--- src/rtl/uvma_st_rr_arb.sv ---
// Round-robin arbiter that hands one uvma_st channel to a single requester for a whole burst.
// Bursts end on a last-beat handshake or are cut at MAX_BEATS, which raises a one-cycle burst_err.
module uvma_st_rr_arb #(
  parameter int NUM_REQ    = 4,
  parameter int DATA_WIDTH = 32,
  parameter int MAX_BEATS  = 16
) (
  input  logic                          clk,
  input  logic                          reset_n,
  input  logic [NUM_REQ-1:0]            req_valid,
  input  logic [NUM_REQ*DATA_WIDTH-1:0] req_data,
  input  logic [NUM_REQ-1:0]            req_last,
  output logic [NUM_REQ-1:0]            req_ready,
  output logic                          st_valid,
  output logic [DATA_WIDTH-1:0]         st_data,
  output logic                          st_last,
  input  logic                          st_ready,
  output logic [$clog2(NUM_REQ)-1:0]    gnt_id,
  output logic                          busy,
  output logic                          burst_err
);

  localparam int IW = $clog2(NUM_REQ);
  localparam int CW = $clog2(MAX_BEATS + 1);
  localparam logic [CW-1:0] CNT_MAX  = CW'(MAX_BEATS);
  localparam logic [CW-1:0] CNT_LAST = CW'(MAX_BEATS - 1);
  localparam logic [IW-1:0] ID_TOP   = IW'(NUM_REQ - 1);

  typedef enum logic {IDLE, BUSY} state_e;

  state_e          state_q;
  logic [IW-1:0]   rr_ptr_q;
  logic [IW-1:0]   rr_ptr_d;
  logic [IW-1:0]   gnt_id_q;
  logic [CW-1:0]   beat_cnt_q;
  logic [CW-1:0]   beat_cnt_d;
  logic            burst_err_q;

  logic [IW-1:0]   winner;
  logic            any_req;
  logic            hs;
  logic            release_burst;

  // First requesting index at or above rr_ptr_q, wrapping to 0.
  always_comb begin
    int idx;
    idx     = 0;
    winner  = rr_ptr_q;
    any_req = 1'b0;
    for (int k = 0; k < NUM_REQ; k++) begin
      idx = int'(rr_ptr_q) + k;
      if (idx >= NUM_REQ) idx = idx - NUM_REQ;
      if (!any_req && req_valid[idx]) begin
        any_req = 1'b1;
        winner  = IW'(idx);
      end
    end
  end

  assign busy      = (state_q == BUSY);
  assign st_valid  = busy & req_valid[gnt_id_q];
  assign st_data   = req_data[int'(gnt_id_q)*DATA_WIDTH +: DATA_WIDTH];
  assign st_last   = req_last[gnt_id_q];
  assign gnt_id    = gnt_id_q;
  assign burst_err = burst_err_q;

  always_comb begin
    req_ready = '0;
    if (busy) req_ready[gnt_id_q] = st_ready;
  end

  assign hs            = st_valid & st_ready;
  assign release_burst = hs & (st_last | (beat_cnt_q == CNT_LAST));
  assign rr_ptr_d      = (gnt_id_q == ID_TOP) ? '0 : gnt_id_q + 1'b1;
  assign beat_cnt_d    = (beat_cnt_q == CNT_MAX) ? beat_cnt_q : beat_cnt_q + 1'b1;

  always_ff @(posedge clk) begin
    if (!reset_n) begin
      state_q     <= IDLE;
      rr_ptr_q    <= '0;
      gnt_id_q    <= '0;
      beat_cnt_q  <= '0;
      burst_err_q <= 1'b0;
    end else begin
      burst_err_q <= 1'b0;
      case (state_q)
        IDLE: begin
          if (any_req) begin
            gnt_id_q   <= winner;
            beat_cnt_q <= '0;
            state_q    <= BUSY;
          end
        end
        BUSY: begin
          if (hs) beat_cnt_q <= beat_cnt_d;
          if (release_burst) begin
            state_q     <= IDLE;
            rr_ptr_q    <= rr_ptr_d;
            // Only a cut burst (no last seen) is an error.
            burst_err_q <= ~st_last;
          end
        end
        default: state_q <= IDLE;
      endcase
    end
  end

endmodule
--- config.mk ---
export PLATFORM = sky130hd
export DESIGN_NAME = uvma_st_rr_arb
export DESIGN_NICKNAME = d
export VERILOG_FILES = /design/src/rtl/uvma_st_rr_arb.sv
export SDC_FILE = /design/constraint.sdc
export NUM_CORES = 1
export LEC_CHECK = 0
export ABC_CLOCK_PERIOD_IN_PS = 1900
export CORE_AREA = 2 2 69 71
export DETAILED_ROUTE_END_ITERATION = 10
export DIE_AREA = 0 0 71 73
export DONT_BUFFER_PORTS = 1
export PLACE_DENSITY = 0.56
export SYNTH_ARGS = -nofsm -noshare
export SYNTH_HDL_FRONTEND = slang
export SYNTH_SLANG_ARGS = --single-unit
--- constraint.sdc ---
create_clock -name clk -period 1.9 [get_ports clk]
set_clock_uncertainty 0.2 [all_clocks]
set_input_delay 0.19 -clock clk [delete_from_list [all_inputs] [get_ports clk]]
set_output_delay 0.19 -clock clk [all_outputs]
set_load 0.02 [all_outputs]
# Yosys cells after proc, flatten, opt, wreduce, memory -nomap -nowiden
# Index checks and enable logic that the tools add are counted.
# Widths: inputs -> output; s select.
dict set report totals {
  register_bits 11
  inputBits 139
  word_cells 88
}
dict set report op_classes {
  n_addsub 9
  n_lt_le_gt_ge 10
  n_eq_ne 6
  shift 1
  muxes 39
  bitwise 7
  reduce_logical 11
}
# cell n
set ops {}
lappend ops {{$lt 32x4->1 const B} 4}
lappend ops {{$mux 32} 4}
lappend ops {{$shiftx 128x8->32} 1}
lappend ops {{$mux 1} 17}
lappend ops {{$mux 5} 3}
lappend ops {{$bmux 1 s2} 6}
lappend ops {{$sub 3x3->4 const B} 3}
lappend ops {{$mux 2} 5}
lappend ops {{$pmux 5 s2} 1}
lappend ops {{$ge 3x3->1 const B} 3}
lappend ops {{$add 2x2->3 const B} 2}
lappend ops {{$reduce_and 3->1} 2}
lappend ops {{$add 5x1->5 const B} 1}
lappend ops {{$eq 5x4->1 const B} 1}
lappend ops {{$eq 5x5->1 const B} 1}
lappend ops {{$and 4x4->4} 1}
lappend ops {{$logic_and 1x1->1} 4}
lappend ops {{$mux 4} 1}
lappend ops {{$ne 2x2->1 const B} 2}
lappend ops {{$reduce_and 2->1} 2}
lappend ops {{$sub 2x3->4 const B} 1}
lappend ops {{$add 2x1->3 const B} 1}
lappend ops {{$and 1x1->1} 3}
lappend ops {{$ge 2x3->1 const B} 1}
lappend ops {{other kinds (10)} 13}

# Depth between registers and ports, before layout
dict set report depth {
  depth_word 17
  ltp_mapped 6
}

# Least setup slack after synthesis
# No wires, ideal clock.
dict set report synth_path {
  kind {register -> output}
  startpoint {reg gnt_id_q[0], in the netlist gnt_id[0]}
  endpoint {out st_data[0]}
  arrival_ns 1.612
  required_ns 1.510
  path_slack_ns -0.102
  path_stages_with_launch 4
  path_buffers 2
  path_cell_list {dfxtp_1 -> buf_6 -> buf_2 -> mux4_2}
}
dict set report synth_between {
  elab_chain_len 1
}
# item line_no
set synth_lines {}
lappend synth_lines {{from (decl)} 34} ;# logic [IW-1:0] gnt_id_q;
lappend synth_lines {{from (signal assigned)} 89} ;# gnt_id_q <= winner;
lappend synth_lines {{$shiftx 128x8->32} 62} ;# assign st_data = req_data[int'(gnt_id_q)*DATA_WIDTH +: DATA_WIDTH];
lappend synth_lines {{to (decl)} 15} ;# output logic [DATA_WIDTH-1:0] st_data,
# No other way between the ends.

# Final worst setup path
dict set report layout_path {
  startpoint {reg gnt_id_q[0], in the netlist gnt_id[0]}
  endpoint {out st_data[25]}
}
# Same word-level chain as after synthesis.

==> results.ini <==
[outcome]
status=finished, final reports clean

[power_and_ir_drop]
seqPwrFrac_pct=28.2
powerDensity_nw_per_um2=512
p_comb_share_pct=45.4
finalPower_mw=0.893
switching_power_mw=0.332
internal_power_mw=0.561
ir_worst_vdd_v=0.000363
clkPwrFrac_pct=26.4
swShare_pct=37.2
leakagePower_nw=0.572

[clock_tree]
clockRootBuffer=clkbuf_8
h-tree-depth=1
cts_tree=yes
cts_sinks=11
cts_buffers=3
clk_path_buf_depth=2
postCtsSetupBuffers=0
clk_latency_ns=0.24
path_clk_slew_ns=0.05

[yosys]
yosys.area.top_type=mux4_2
synth_ff_type=dfxtp_1
netlist_top_cells_count=33 x mux4_2, 14 x nand2_1, 11 x dfxtp_1
yosys_warnings=0
ys_seq_area_share_pct=14.5
synthesis.area_um2=1520
syn_avg_cell_area_um2=11.8
synthDistinctLibCells=32
synth_most_common_cell=mux4_2
synth_fp_nets=275
synth_top_cell_area_share_pct=49.0
ys_top_cells_by_area=mux4_2 49%, dfxtp_1 15%, ha_1 5.8%
synth_edf_count=0
ys_ff_latch=11
async_flop_share_pct=0
synthCells=129

[setup_path]
reg2reg_slack_ns=0.17
critPathKind=flop to output pin
crit_slowest_cell=mux4_2
start_kind=flop
crit_path_end_kind=output pin
slowest_delay_ns=0.59
cp_cell_sequence=clkbuf_16 > mux4_2
reg2reg_depth=6
startpoint=gnt_id[0]
worst_r2r_endpoint=rr_ptr_q[0]
path_max_fanout=11
rr_startpoint=beat_cnt_q[1]
cp.required_ns=1.51
cp.arrival_ns=1.47
critPathCapture=st_data[25]

[sta]
finalHoldViolCount=0
worst_slew_pin_slew_ns=0.277
max_freq_mhz=539
maxSlewViolCount=0
rsz0062_at_grt=no
relSlewSlack_pct=81.0
postLayoutSetupSlackWorst_ns=0.0450
finalCritPeriodShare_pct=97.6
fin_crit_ns=1.86
setup_tns_ns=0
setup-violations-final=0

[layout]
fillers=433
post-route-util_pct=38.5
final_cells=190
drive_gt1_share_pct=37.5
area_growth_pct=15.0
nNetsFinal=283
num_antenna_cells=0

[routing]
first_pass_iters=4
drc=0
wl_met2_mm=3.21
viasPerCell=6.90
final_antenna_net_count=0
vias=1311
highest_layer=met4
wl_met1_mm=1.85
wl_mm=5.68
drt-initial-drc-count=36
met3_length_um=534
wl_per_cell_um=29.9

[global_routing]
antenna_found_initial=0
grt_pass1_wl_mm=7.56
grt_pass1_vias=1308
grt_max_degree=23
grt_use_total_pct=19.4
grt.overflow.total=0

[floorplanning]
die_w_um=71
core_area_um2=4540
die_h_um=73
die_area_um2=5180
rows=25
top_level_ports=181
initial_core_util_pct=33.5

[place]
dp_hpwl_mm=4.94
place_inst=181
place_congestion=0.882
portBuffers=0
preCtsSetupSlack_ns=0.177

[worst_hold_path]
min_path_type=primary input to flop

[job]
drv_cap=0

-- power groups by stage --
stage               Combinational [mW]  Sequential, mW  Clock (mW)
finish                           0.406           0.252       0.236
global route                     0.425           0.253       0.250
CTS                              0.395           0.250       0.237
detailed placement               0.387           0.255           0
floorplan                        0.329           0.256           0
global placement                 0.381           0.254           0
-- layout make-up --
cell class	count	area, um^2	area share [%]
sequential	11	225	12.9
inverter	8	30.0	1.72
tap	54	67.6	3.87
clock inverter	1	5.00	0.287
clock buffer	3	41.3	2.37
multi-input combinational	101	1220	69.8
timing repair buffer	12	158	9.03
-- layer usage --
metal / track usage, % / vias to the layer above
li1: - / 538
met1: 20.9 / 661
met2: 37.7 / 103
met3: 4.83 / 9
met4: 5.24 / 0
met5: 0 / -
-- metrics by stage --
step           hold WS, ns  area, um^2
2_1_floorplan        0.157        1520
3_3_place_gp         0.142        1620
3_5_place_dp         0.141        1620
4_1_cts             0.0415        1690
5_1_grt             0.0627        1750
6_report            0.0461        1750
-- worst max-delay path, delay by kind of cell, from the launching register on --
kind	cells	cell delay, ns
buffers and inverters	1	0.20
muxes	1	0.59
DFF	1	0.43
-- registers in the layout, summed over array words and instances, names as in the netlist --
register	flops
gnt_id	2
busy	1
beat_cnt_q	5
rr_ptr_q	2
burst_err	1
-- cells by family after synthesis --
group	synth area share [%]
fa+ha+maj	5.77
flops	14.5
simple gates	12.9
mux	54.2
buf+inv	5.19
compound gates	7.42
-- worst min-delay path by stage --
stage	start	to	cells after the start	slack [ns]
detailed placement	reset_n	busy	2	0.14
CTS	req_valid[1]	gnt_id[1]	3	0.04
finish	req_valid[3]	busy	3	0.05
global route	req_valid[1]	gnt_id[0]	3	0.06
global placement	reset_n	rr_ptr_q[0]	2	0.14
floorplan	req_valid[3]	gnt_id[1]	2	0.16
-- what timing repair did --
item                                    in CTS  in global routing
resized for setup                            0                  1
endpoints found under the setup margin       0                 34
endpoints found under the hold margin        8                  0
hold buffers                                 3                  0
-- placed cells by master, fill, tap and decap left out, drive strengths merged --
cell type	count
a211oi	1
a21boi	2
a21oi	4
and2	1
and3	6
buf	7
clkbuf	5
clkinv	1
dfxtp	11
dlygate4sd3	3
ha	7
inv	8
mux2i	8
mux4	33
nand2	14
nand2b	3
nand3	2
nand3b	1
nand4bb	1
nor2	4
nor3	2
o211ai	1
o21a	1
o21ai	2
o221ai	1
o22a	2
o22ai	1
o32ai	1
or3	2
or4	1
(Power assumes the default switching activity.)
